[config.mk]
export PLATFORM = sky130hd
export DESIGN_NAME = alu_arbiter
export DESIGN_NICKNAME = d
export VERILOG_FILES = /design/src/rtl/alu_arbiter.sv
export SDC_FILE = /design/constraint.sdc
export NUM_CORES = 1
export LEC_CHECK = 0
export ABC_AREA = 1
export CORE_AREA = 2 2 122 124
export DETAILED_ROUTE_END_ITERATION = 6
export DIE_AREA = 0 0 124 126
export GPL_TIMING_DRIVEN = 0
export PLACE_DENSITY = 0.6
export SLEW_MARGIN = 10
export SYNTH_ARGS = -nofsm -noshare
export SYNTH_HDL_FRONTEND = slang
export SYNTH_SLANG_ARGS = --single-unit
[constraint.sdc]
create_clock -name clock -period 2.9 [get_ports clock]
set_input_delay 0.58 -clock clock [delete_from_list [all_inputs] [get_ports clock]]
set_output_delay 0.58 -clock clock [all_outputs]
set_load 0.1 [all_outputs]
[src/rtl/alu_arbiter.sv]
// alu_arbiter: shares one combinational alu between two valid/ready requesters.
// One request is granted per cycle. The granted operands go to the alu, and the
// result plus its flags land in a single result register owned by the granted
// port. The owning port drains the register through its response handshake.
//
// Configuration macro: ALU_ARB_PRIO_EN
//   undefined -> round-robin on ties (port 0 wins the first tie after reset)
//   defined   -> fixed priority, port 0 always wins ties (port 1 can starve)
//
// Handshake semantics (applies to every valid/ready pair on this block):
//   a transfer happens on a rising clock edge where valid and ready are both
//   high. A request's a/b/op must be held stable while valid is high and ready
//   is low. Ready never depends on the same port's payload, only on its valid.
module alu_arbiter #(
  parameter int WIDTH = 32
) (
  input  logic             clock,
  input  logic             reset,

  // Request port 0
  input  logic             req0_valid,
  output logic             req0_ready,
  input  logic [WIDTH-1:0] req0_a,
  input  logic [WIDTH-1:0] req0_b,
  input  logic [2:0]       req0_op,

  // Request port 1
  input  logic             req1_valid,
  output logic             req1_ready,
  input  logic [WIDTH-1:0] req1_a,
  input  logic [WIDTH-1:0] req1_b,
  input  logic [2:0]       req1_op,

  // Response port 0
  output logic             resp0_valid,
  input  logic             resp0_ready,
  output logic [WIDTH-1:0] resp0_out,
  output logic             resp0_ovf,
  output logic             resp0_zero,
  output logic             resp0_neg,

  // Response port 1
  output logic             resp1_valid,
  input  logic             resp1_ready,
  output logic [WIDTH-1:0] resp1_out,
  output logic             resp1_ovf,
  output logic             resp1_zero,
  output logic             resp1_neg,

  // Shared alu
  output logic [WIDTH-1:0] alu_a,
  output logic [WIDTH-1:0] alu_b,
  output logic [2:0]       alu_op,
  input  logic [WIDTH-1:0] alu_out,
  input  logic             alu_overflow,
  input  logic             alu_zero,
  input  logic             alu_negative,

  // Debug view of the result-register FSM: 0 = EMPTY, 1 = FULL
  output logic             dbg_state
);

  // Op driven onto the alu when nothing is granted (add, harmless).
  localparam logic [2:0] OP_IDLE = 3'b010;

  typedef enum logic {
    S_EMPTY = 1'b0,
    S_FULL  = 1'b1
  } state_e;

  // Registered state
  state_e           state_q;
  logic             res_port_q;
  logic [WIDTH-1:0] res_data_q;
  logic [2:0]       res_flags_q;   // {overflow, zero, negative}
  logic             last_grant_q;
  logic             resp0_valid_q;
  logic             resp1_valid_q;

  // Combinational control
  logic             any_valid;
  logic             both_valid;
  logic             grant;
  logic             owner_ready;
  logic             consume;
  logic             can_accept;
  logic             accept;

  // Next-state values for the result register, loaded on accept
  logic [WIDTH-1:0] res_data_d;
  logic [2:0]       res_flags_d;

  assign any_valid  = req0_valid | req1_valid;
  assign both_valid = req0_valid & req1_valid;

  // Pick the port to serve this cycle; ties go round-robin or to port 0.
  always_comb begin
    grant = 1'b0;
    if (both_valid) begin
`ifdef ALU_ARB_PRIO_EN
      grant = 1'b0;
`else
      grant = ~last_grant_q;
`endif
    end else if (req1_valid) begin
      grant = 1'b1;
    end else begin
      grant = 1'b0;
    end
  end

  // The register can take a new result when empty, or when its current
  // owner is draining it this very cycle (back-to-back, no bubble).
  assign owner_ready = res_port_q ? resp1_ready : resp0_ready;
  assign consume     = (state_q == S_FULL) & owner_ready;
  assign can_accept  = (state_q == S_EMPTY) | consume;

  // Reset forces both request readies low so nothing is accepted while the
  // block is being cleared.
  assign accept      = can_accept & any_valid & ~reset;
  assign req0_ready  = accept & ~grant & req0_valid;
  assign req1_ready  = accept &  grant & req1_valid;

  // Steer the granted port's operands onto the shared alu.
  always_comb begin
    alu_a  = '0;
    alu_b  = '0;
    alu_op = OP_IDLE;
    if (any_valid) begin
      if (grant) begin
        alu_a  = req1_a;
        alu_b  = req1_b;
        alu_op = req1_op;
      end else begin
        alu_a  = req0_a;
        alu_b  = req0_b;
        alu_op = req0_op;
      end
    end
  end

  // Values captured into the result register on an accept edge.
  assign res_data_d  = alu_out;
  assign res_flags_d = {alu_overflow, alu_zero, alu_negative};

  // Result-register FSM: EMPTY/FULL plus the registered response valids.
  always_ff @(posedge clock or posedge reset) begin
    if (reset) begin
      state_q       <= S_EMPTY;
      res_port_q    <= 1'b0;
      res_data_q    <= '0;
      res_flags_q   <= 3'b000;
      last_grant_q  <= 1'b1;
      resp0_valid_q <= 1'b0;
      resp1_valid_q <= 1'b0;
    end else begin
      case (state_q)
        S_EMPTY: begin
          if (accept) begin
            state_q       <= S_FULL;
            res_port_q    <= grant;
            res_data_q    <= res_data_d;
            res_flags_q   <= res_flags_d;
            last_grant_q  <= grant;
            resp0_valid_q <= ~grant;
            resp1_valid_q <=  grant;
          end
        end
        S_FULL: begin
          if (accept) begin
            // Owner consumed and a new result lands in the same edge.
            state_q       <= S_FULL;
            res_port_q    <= grant;
            res_data_q    <= res_data_d;
            res_flags_q   <= res_flags_d;
            last_grant_q  <= grant;
            resp0_valid_q <= ~grant;
            resp1_valid_q <=  grant;
          end else if (consume) begin
            state_q       <= S_EMPTY;
            resp0_valid_q <= 1'b0;
            resp1_valid_q <= 1'b0;
          end
        end
        default: begin
          state_q       <= S_EMPTY;
          resp0_valid_q <= 1'b0;
          resp1_valid_q <= 1'b0;
        end
      endcase
    end
  end

  // Result and flags go to both ports; each port's valid qualifies them.
  assign resp0_valid = resp0_valid_q;
  assign resp1_valid = resp1_valid_q;
  assign resp0_out   = res_data_q;
  assign resp1_out   = res_data_q;
  assign resp0_ovf   = res_flags_q[2];
  assign resp0_zero  = res_flags_q[1];
  assign resp0_neg   = res_flags_q[0];
  assign resp1_ovf   = res_flags_q[2];
  assign resp1_zero  = res_flags_q[1];
  assign resp1_neg   = res_flags_q[0];

  assign dbg_state   = state_q;

endmodule

# After elaboration in Yosys (flattened, before gate mapping)
# Index checks and enable logic that the tools add are counted.
[classes]
magnitude_cmp = 0
addsub = 0
muxes = 22
div = 0
bitwise_logic = 14
reduce_logical = 1
mul = 0
n_eq_ne = 2
n_shift = 0
[op_table]
columns = ["cell", "count"]
rows = [
  ["two-way mux 32 bit", 5],
  ["two-way mux 1 bit", 11],
  ["two-way mux 3 bit", 3],
  ["bitwise AND 1 bit", 8],
  ["case mux 1 bit (2 select lines)", 3],
  ["NOT 1 bit", 4],
  ["inequality test 3 x 1 -> 1 bit (second input constant)", 1],
  ["inequality test 2 bit (second input constant)", 1],
  ["OR 1 bit", 2],
  ["AND reduction 2 bit", 1],
]
[totals]
output_inout_bits = 142
mem_bits_ro = 0
elab_cells = 46
mem_bits_rw = 0
register_bits = 40
latchBits = 0
memories = 0
in_bits = 175

# Longest topological paths before layout
# Gate-level depths: netlist (run 1).
[logic_depth]
ltp_word = 7
mapped_depth = 8
depth_no_buf = 6

# Worst setup path before layout (run 1)
# Ideal clock, no wire load.
[synth_path]
path_kind = "input -> output"
startpoint = "input port reset"
endpoint = "output port req1_ready"
arrival_time_ps = 2610
path_stages = 6
slack_ps = -290
path_buffers = 1
required_time_ps = 2320
path_cell_list = "inv_1 > o21ai_2 > inv_2 > buf_6 > nand3_1 > inv_1"
[synth_via]
elab_chain_len = 4
[synth_rtl]
columns = ["element", "line_no", "text"]
rows = [
  ["from (decl)", "18", "input logic reset,"],
  ["NOT 1 bit", "120", "assign accept = can_accept & any_valid & ~reset;"],
  ["bitwise AND 1 bit", "120", ""],
  ["bitwise AND 1 bit (2 in a row)", "122", "assign req1_ready = accept & grant & req1_valid;"],
  ["to (decl)", "29", "output logic req1_ready,"],
]
# No other way between the ends.

# Worst setup path after layout (run 1)
# Ends and elaborated chain as after synthesis.

==> results of run 1 <==
==> worst max path at each step <==
stage	start	endpoint	slack (ns)	depth (start not counted)
floorplan	req0_valid	alu_op[1]	0.01	3
global route	req1_valid	alu_b[26]	0.002	8
finish	reset	req1_ready	0.11	8
detailed placement	reset	req1_ready	-1.46	8
global placement	reset	req1_ready	-1.44	8
CTS	req1_valid	alu_a[0]	0.003	7
==> per-stage QoR <==
stage	hold WS (ns)	TNS (ns)
6_report	0.4666	0
5_1_grt	0.5003	0
2_1_floorplan	0.4423	0
3_5_place_dp	0.4564	-47.42
3_3_place_gp	0.4526	-47.27
4_1_cts	0.4673	0
==> power groups by stage <==
stage / logic, µW / clock network (µW) / registers (µW)
3_5_place_dp: 5330 / 0 / 908
6_report: 5240 / 618 / 896
4_1_cts: 5250 / 638 / 902
2_1_floorplan: 2820 / 0 / 2100
3_3_place_gp: 5310 / 0 / 899
5_1_grt: 5430 / 662 / 925
==> worst reg2reg max path, delay by kind of cell (launching register included) <==
family                 cells  cell delay, ns
flip-flops                 1            0.53
buffers and inverters      2            0.22
AND/OR/NAND/NOR            4            0.45
==> cells by family (layout without fill, tap and decap cells) <==
group / Yosys count / count (layout) / synth area share, %
flip-flops: 40 / 40 / 32.94
AO/OA/AOI/OAI: 2 / 2 / 0.5347
AND/OR/NAND/NOR: 324 / 324 / 49.67
buffers and inverters: 75 / 401 / 16.86
==> metal layers <==
layer	part of all wire, %	vias up
met3	9.8	24
met2	49	232
met1	39	1837
li1	-	2017
met5	0.089	-
met4	2.2	2
==> cell type report <==
type | instances | area [µm²]
inverter | 7 | 30.03
clock buffer | 6 | 128.9
sequential | 40 | 1002
clock inverter | 2 | 35.03
timing repair inverter | 2 | 10.01
multi-input combinational | 326 | 1533
timing repair buffer | 316 | 2930
buffer | 68 | 486.7
fill | 1487 | 7928
tap | 184 | 230.2
==> flip-flops by register name, summed over array words and instances, names as in the netlist <==
signal,count
resp0_out,32
res_port_q,1
res_flags_q,3
dbg_state,1
last_grant_q,1
resp0_valid,1
resp1_valid,1
==> cell usage in the layout, fill, tap and decap left out, types with 4 or more instances in the layout <==
master             n
clkbuf_1           6
buf_2             37
buf_4             69
nand2_1          218
nand3_1           73
buf_6              6
clkdlybuf4s50_1  246
nand3_2           31
dfrtp_1           39
inv_1              4
clkbuf_4          20
clkbuf_16          5
==> timing repair <==
action,4_1_cts,5_1_grt
setup endpoints to repair,69,57
cloned,2,0
gates resized for setup,358,35
buffers inserted,1,0
==> metrics.md, run 1 <==
| Metric | Value |
|---|---|
| IO Pins | `317` |
| Final hold violation count | `0` |
| Psw | `about 4400 µW` |
| CP arrival | `2.21 ns` |
| MaxCap Viol Count | `0` |
| Post-DRT Antenna Nets | `0` |
| CTS Buffer Depth | `2` |
| FF-to-FF Start | `last_grant_q` |
| Chip height | `126 µm` |
| Synth cell types | `15` |
| Global route hottest layer | `met2` |
| WL final | `14540 µm` |
| Most frequent cells after synthesis | `218 x nand2_1, 73 x nand3_1, 46 x buf_4, 39 x dfrtp_1, 31 x nand3_2` |
| Wire per inst | `~15 µm` |
| Post-synthesis sequential area ratio | `about 33%` |
| P per Cell Area | `around 1100 nW/µm²` |
| Slowest stage delay, CP | `approximately 0.62 ns` |
| Cell Chain, Critical Path | `clkdlybuf4s50_1 -> clkinvlp_4 -> o21ai_2 -> inv_2 -> buf_6 -> nand3_1 -> inv_1 -> buf_4` |
| Overflow after GRT | `0` |
| Slowest stage cell, crit path | `clkdlybuf4s50_1` |
| FF-to-FF setup slack | `1.59 ns` |
| H-tree levels | `2` |
| EDFF count, synth | `0` |
| Share of cells above drive strength 1 | `roughly a quarter` |
| Final std cell area, no fill | `6386 µm²` |
| Comb pwr share | `between 70% and 80%` |
| DRT iter0 DRCs | `127` |
| Global routing usage on met1 | `between 20 and 25%` |
| FP Rows | `44` |
| Critical path type | `primary input to output port` |
| Worst-skew pair later-pin latency | `~0.28 ns` |
| Hold path cells | `2` |
| Largest net degree at the start of global routing | `21` |
| Top post-synthesis cells by area | `dfrtp_1 32%, nand2_1 27%, nand3_1 12%` |
| Detail Placement HPWL | `between 10000 and 15000 µm` |
| LEAKAGE | `between 0.003 and 0.004 µW` |
| Final Net Count | `about 940` |
| Mapped Nets | `approximately 620` |
| Syn Std Cell Area | `3043 µm²` |
| Initial antenna violation count | `1` |
| Final Util | `44.62%` |
| Vias | `between 4000 and 5000` |
| Outcome | `complete, no violations` |
| Placed cells | `940` |
| Post-Layout Cell Count | `between 900 and 1000` |
| WHS Endpoint | `last_grant_q` |
| Final setup viols | `0` |
| Worst setup margin | `0.1055 ns` |
| Worst-Margin Slew | `about 1.0 ns` |
| Period utilization | `96.36%` |
| Area after DPL | `6430 µm²` |
| RSZ-0062 raised after global routing | `false` |
| Yosys warning total | `0` |
| GR Util met3 | `5.616%` |
| Worst Hold Class | `flip-flop to flip-flop` |
| Slew HR | `just over 30%` |
| # port buffers | `around 320` |
| Worst vdd ir | `approximately 470 µV` |
| Detailed Routing Iterations Pass 1 | `4` |
| Clk pwr share | `a little over 9%` |
| DRC viols | `0` |
| CTS buffer count | `5` |
| Grt met2 use | `31.77%` |
| Clk_skew | `roughly 0.0045 ns` |
| Critical path buffers and inverters | `6` |
| CTS Hold Bufs | `0` |
| Global placement routability congestion | `about 0.9` |
| Dpl ws | `-1.456 ns` |
| Worst EP required | `roughly 2.3 ns` |
| Maximum clock frequency | `about 360 MHz` |
| Post-synth top flop | `dfrtp_1` |
| Design Power | `6753 µW` |
| Antenna cell count | `0` |
| DIE WIDTH | `~120 µm` |
| Cell family with most CP delay | `buffers and inverters` |
| Synthesis-stage register bit count | `40` |
| Synthesized instance count | `approximately 440` |
| Clock transition at path regs | `about 0.060 ns` |
| Mean post-synth cell area | `between 6 and 7 µm²` |
| Layout area overhead | `109.9%` |
| Core box area | `approximately 14000 µm²` |
| Switching Fraction | `between 60 and 70%` |
| FFs w/ async S/R, synth | `100.0%` |
| CP endpoint kind | `output port` |
| Clk root buf | `clkbuf_16` |
| First-pass GRT wire length | `21910 µm` |
| Yosys top cell area share | `about a third` |
| Period minus WS final | `approximately 2.8 ns` |
| Initial Util | `21.26%` |
| Critical R2R Capture | `resp1_valid` |
| Sequential share of power | `a little over an eighth` |
| Final Max Slew Viols | `0` |
| Cell-internal power | `2382 µW` |
| Vias per cell | `about 4.3` |
| Synth area leader | `dfrtp_1` |
| GRT Total Usage | `between 10% and 20%` |
| Vias in the first global route | `roughly 4100` |
| Top-count cell post-synth | `nand2_1` |
| Worst r2r path cells | `6` |
| Die ar. | `between 15000 and 20000 µm²` |
| CTS sink count | `40` |
| CP Launch Type | `primary input` |
| CTS tree | `yes` |
| Hold_sp | `last_grant_q` |
| Critical-path maximum fanout | `10` |
No activity file was read; power rests on OpenSTA's default activity.
==> run 2: changes to the inputs <==
CORE_AREA = 2 2 123 125   (was 2 2 122 124)
DIE_AREA = 0 0 125 127   (was 0 0 124 126)
PLACE_DENSITY = 0.61   (was 0.6)
clock period = 2.4 ns   (was 2.9 ns; I/O delays follow)
==> metrics.md, run 2 (same netlist as run 1, synthesis figures left out) <==
| Metric | Value |
|---|---|
| Outcome | `complete, no violations` |
| Core box area | `14420 µm²` |
| Slowest stage cell, crit path | `clkdlybuf4s50_1` |
| FP Rows | `44` |
| Final hold violation count | `0` |
| DRT iter0 DRCs | `roughly 150` |
| Die ar. | `around 16000 µm²` |
| Slew HR | `between 20% and 30%` |
| Largest net degree at the start of global routing | `21` |
| Clk pwr share | `under 10%` |
| Share of cells above drive strength 1 | `23.99%` |
| Cell Chain, Critical Path | `buf_4 -> clkdlybuf4s50_1` |
| Detailed Routing Iterations Pass 1 | `5` |
| Global placement routability congestion | `around 0.87` |
| FF-to-FF Start | `res_port_q` |
| Post-DRT Antenna Nets | `0` |
| WL final | `around 14000 µm` |
| Clock transition at path regs | `0.06 ns` |
| Period minus WS final | `2.367 ns` |
| Worst setup margin | `between 0.03 and 0.04 ns` |
| CTS tree | `yes` |
| LEAKAGE | `around 0.0035 µW` |
| Switching Fraction | `~64%` |
| Worst r2r path cells | `7` |
| Cell-internal power | `about 3000 µW` |
| Final Net Count | `between 900 and 1000` |
| Overflow after GRT | `0` |
| CP arrival | `1.89 ns` |
| Sequential share of power | `a little over an eighth` |
| Final setup viols | `0` |
| Vias in the first global route | `about 4200` |
| FF-to-FF setup slack | `1.11 ns` |
| Worst vdd ir | `~540 µV` |
| Period utilization | `98.61%` |
| Detail Placement HPWL | `11680 µm` |
| Worst-Margin Slew | `~1.1 ns` |
| P per Cell Area | `between 1000 and 1500 nW/µm²` |
| Maximum clock frequency | `roughly 420 MHz` |
| Clk_skew | `0.002323 ns` |
| CP Launch Type | `flip-flop` |
| CTS sink count | `40` |
| Clk root buf | `clkbuf_16` |
| Psw | `between 5000 and 6000 µW` |
| IO Pins | `between 300 and 400` |
| MaxCap Viol Count | `0` |
| Final Max Slew Viols | `0` |
| Max reg flops | `32` |
| Layout fillers | `around 1500` |
| Critical R2R Capture | `resp0_out[15]` |
| Worst EP required | `1.92 ns` |
| Area after DPL | `roughly 6500 µm²` |
| Most common cell after layout, fill and taps aside | `clkdlybuf4s50_1` |
| CTS buffer count | `5` |
| Chip height | `approximately 130 µm` |
| Critical-path maximum fanout | `3` |
| Most frequent cells in the layout | `220 x clkdlybuf4s50_1, 217 x nand2_1, 89 x buf_4, 71 x nand3_1, 39 x dfrtp_1` |
| # port buffers | `approximately 320` |
| Initial antenna violation count | `1` |
| DIE WIDTH | `between 100 and 150 µm` |
| Slowest stage delay, CP | `between 1 and 1.5 ns` |
| CTS Buffer Depth | `2` |
| DRC viols | `0` |
| GRT Total Usage | `between 15 and 20%` |
| Comb pwr share | `a little under 80%` |
| Design Power | `roughly 8000 µW` |
| Dpl ws | `-1.746 ns` |
| RSZ-0062 raised after global routing | `false` |
| Layout area overhead | `118.1%` |
| Vias | `approximately 4100` |
| Final std cell area, no fill | `approximately 6600 µm²` |
| H-tree levels | `2` |
| Vias per cell | `~4.3` |
| Worst-skew pair later-pin latency | `0.28 ns` |
| CP endpoint kind | `output port` |
| First-pass GRT wire length | `around 22000 µm` |
| Initial Util | `roughly a fifth` |
| Wire per inst | `about 15 µm` |
| Worst Hold Class | `primary input to asynchronous set/reset pin` |
| Critical path type | `flip-flop to output port` |
## run 2: timing repair
action	CTS	global route
gates cloned	2	0
setup endpoints to repair	103	48
hold buffers	0	0
resized for setup	439	30
setup buffers	1	0
## run 2: worst max path at each step
stage / from / end / slack [ns] / cells after the start
6_report: resp0_out[29] / resp1_out[29] / 0.03 / 2
3_3_place_gp: reset / req1_ready / -1.71 / 8
4_1_cts: resp0_out[10] / resp1_out[10] / 0.0001 / 2
2_1_floorplan: req0_valid / alu_op[1] / -0.27 / 3
5_1_grt: resp0_out[29] / resp1_out[29] / 0.0007 / 2
3_5_place_dp: reset / req1_ready / -1.75 / 8
## run 2: through the flow
stage / TNS, ns / instances / utilization, % / hold slack (ns)
6_report: 0 / 952 / 46.02 / 0.4681
5_1_grt: 0 / 952 / 46.02 / 0.4998
4_1_cts: 0 / 951 / 45.40 / 0.4685
3_5_place_dp: -82.13 / 940 / 44.74 / 0.4598
3_3_place_gp: -80.96 / 940 / 44.74 / 0.4557
2_1_floorplan: -0.4757 / 441 / - / 0.4423
## run 2: final cells by class
class	count	area [µm²]	area share [%]
diodes	1	2.502	0.03770
plain buffers	68	498.0	7.502
clock buffers	6	128.9	1.942
clock inverters	2	35.03	0.5278
inverters	7	33.78	0.5090
multi-input cells	326	1553	23.39
flip-flops and latches	40	1002	15.10
well taps	184	230.2	3.468
repair buffers	316	3144	47.37
repair inverters	2	10.01	0.1508
## run 2: critical path: cells and delay by family, from the launching register on
family | cells | cell delay (ns)
buffers and inverters | 2 | 1.23
DFF | 1 | 0.38
## run 2: power by group through the flow
stage	Clock, µW	Combinational, µW	Sequential (µW)
final	747	6400	1070
after global routing	804	6610	1110
after CTS	770	6430	1080
after detailed placement	0	6420	1090
after global placement	0	6410	1080
after floorplan	0	3420	2530
## run 2: layer usage
metal,part of all wire (%),GRT usage [%],vias up
li1,-,-,2016
met1,39,19.99,1836
met2,51,32.23,205
met3,8.4,4.983,11
met4,1.2,3.137,0
met5,0,0,-
==> run 3: changes to the inputs <==
CTS_BUF_LIST = sky130_fd_sc_hd__clkbuf_4 sky130_fd_sc_hd__clkbuf_8   (was default)
TNS_END_PERCENT = 5   (was default)
==> metrics.md, run 3 (same netlist as run 1, synthesis figures left out) <==
| Metric | Value |
|---|---|
| Worst Hold Class | `primary input to asynchronous set/reset pin` |
| Maximum clock frequency | `approximately 430 MHz` |
| Psw | `approximately 5300 µW` |
| Initial antenna violation count | `1` |
| Final Max Slew Viols | `0` |
| Clk pwr share | `under 10%` |
| Switching Fraction | `between 60% and 70%` |
| Slew HR | `just under 30%` |
| Period utilization | `between 90% and 100%` |
| CTS tree | `yes` |
| First-pass GRT wire length | `about 22000 µm` |
| Cell family with most CP delay | `buffers and inverters` |
| Most common cell after layout, fill and taps aside | `nand2_1` |
| H-tree levels | `2` |
| CP Launch Type | `flip-flop` |
| Final Util | `between 40% and 50%` |
| Layout area overhead | `111.9%` |
| Final setup viols | `0` |
| Detailed Routing Iterations Pass 1 | `4` |
| IO Pins | `317` |
| Initial Util | `21.10%` |
| CTS buffer count | `5` |
| Placed cells | `940` |
| Worst EP required | `~1.9 ns` |
| Clk_skew | `0.005972 ns` |
| Overflow after GRT | `0` |
| Period minus WS final | `between 2 and 2.5 ns` |
| Largest net degree at the start of global routing | `21` |
| MaxCap Viol Count | `0` |
| DIE WIDTH | `~130 µm` |
| Chip height | `around 130 µm` |
| Post-Layout Cell Count | `between 900 and 1000` |
| Global placement routability congestion | `~0.83` |
| Critical path type | `flip-flop to output port` |
| Critical R2R Capture | `resp0_out[15]` |
| CP endpoint kind | `output port` |
| Slowest stage delay, CP | `roughly 1.2 ns` |
| Hold WS | `approximately 0.42 ns` |
| Worst-skew pair later-pin latency | `around 0.30 ns` |
| Crit path from | `resp0_out[12]` |
| Worst r2r path cells | `7` |
| CTS Buffer Depth | `2` |
| # port buffers | `between 300 and 400` |
| DRT iter0 DRCs | `130` |
| Max reg flops | `32` |
| Final Net Count | `941` |
| Final hold violation count | `0` |
| Detail Placement HPWL | `about 12000 µm` |
| Sequential share of power | `a little over an eighth` |
| Vias per cell | `about 4.3` |
| Worst vdd ir | `between 500 and 600 µV` |
| Cell-internal power | `around 2700 µW` |
| Area after DPL | `roughly 6400 µm²` |
| Levels on crit path | `1` |
| Comb pwr share | `between 70 and 80%` |
| FP Rows | `44` |
| Vias in the first global route | `4136` |
| DRC viols | `0` |
| LEAKAGE | `between 0.003 and 0.004 µW` |
| Wire per inst | `approximately 15 µm` |
| CTS sink count | `40` |
| Final std cell area, no fill | `roughly 6400 µm²` |
| Post-DRT Antenna Nets | `0` |
| Most frequent cells in the layout | `217 x nand2_1, 208 x clkdlybuf4s50_1, 124 x buf_4, 72 x nand3_1, 39 x dfrtp_1` |
| Outcome | `complete, no violations` |
| P per Cell Area | `between 1000 and 1500 nW/µm²` |
| Share of cells above drive strength 1 | `approximately 28%` |
| Cell Chain, Critical Path | `clkdlybuf4s50_1` |
| Die ar. | `between 15000 and 20000 µm²` |
| CP arrival | `~1.9 ns` |
| Core box area | `between 10000 and 15000 µm²` |
| Vias | `slightly above 4000` |
| Critical path buffers and inverters | `1` |
| Clk root buf | `clkbuf_8` |
| CP endpoint | `resp0_out[12]` |
| GRT Total Usage | `between 10% and 20%` |
| Critical-path maximum fanout | `3` |
| FF-to-FF setup slack | `1.16 ns` |
| FF-to-FF Start | `res_port_q` |
| Clock transition at path regs | `~0.090 ns` |
| WL final | `approximately 15000 µm` |
| Slowest stage cell, crit path | `clkdlybuf4s50_1` |
| Worst-Margin Slew | `approximately 1.1 ns` |
==> run 3: cell count changes in the layout (fill, tap and decap cells not counted), sizes merged <==
| cell | before | now |
|---|---|---|
| clkbuf | 11 | 10 |
| clkdlybuf4s50 | 220 | 208 |
| inv | 5 | 6 |
| dlymetal6s2s | 23 | 2 |
| dlygate4sd2 | 3 | 2 |
| buf | 133 | 167 |
==> run 3: layout make-up <==
type,count,area (µm²)
antenna,1,2.502
buffer,68,501.7
clock buffer,5,68.82
clock inverter,3,42.54
fill,1518,7975
inverter,7,30.03
multi-input combinational,326,1540
sequential,40,1002
tap,184,230.2
timing repair buffer,316,3020
timing repair inverter,2,10.01
==> run 3: stage by stage <==
stage / setup slack, ns / setup TNS [ns] / power [µW]
floorplan: -0.2705 / -0.4781 / 5945
global placement: -1.755 / -79.82 / 7496
detailed placement: -1.799 / -82.43 / 7521
CTS: 0.001748 / 0 / 8068
global route: -0.01277 / -0.02616 / 8301
finish: 0.06759 / 0 / 8007
==> run 3: timing repair <==
item / CTS / global route
pin swaps: 1 / 0
setup buffers: 1 / 0
hold buffers: 0 / 0
endpoints found under the hold margin: 0 / 0
resized for setup: 465 / 21
gates cloned: 2 / 0
endpoints found under the setup margin: 130 / 35
==> run 3: worst register-to-register path: stages, from the launching register on <==
cell and delay, ns:
dfrtp_1 0.39, inv_1 0.05, nand2_1 0.05, nand3_2 0.11, buf_6 0.17, buf_4 0.23
nand3_2 0.10, nand2_1 0.07
==> run 3: routing by layer <==
layer	global-route usage [%]	up-vias	share of wire, %
li1	-	2017	-
met1	20.08	1875	40
met2	31.68	219	49
met3	4.899	21	8.4
met4	5.359	0	2.3
met5	0	-	0
==> run 3: worst min-delay path by stage <==
stage            startpoint            end  slack (ns)  cells after the start
2_1_floorplan  last_grant_q   last_grant_q        0.44                      2
3_3_place_gp   last_grant_q   last_grant_q        0.46                      2
3_5_place_dp    resp0_valid    resp0_valid        0.46                      2
4_1_cts               reset  resp0_out[30]        0.43                      2
5_1_grt               reset  resp0_out[26]        0.45                      2
6_report              reset  resp0_out[22]        0.42                      2
==> run 3: power groups by stage <==
stage               registers (µW)  logic [µW]  clock network (µW)
detailed placement            1090        6440                   0
CTS                           1070        6410                 588
floorplan                     2530        3410                   0
finish                        1070        6370                 564
global route                  1110        6570                 618
global placement              1070        6420                   0
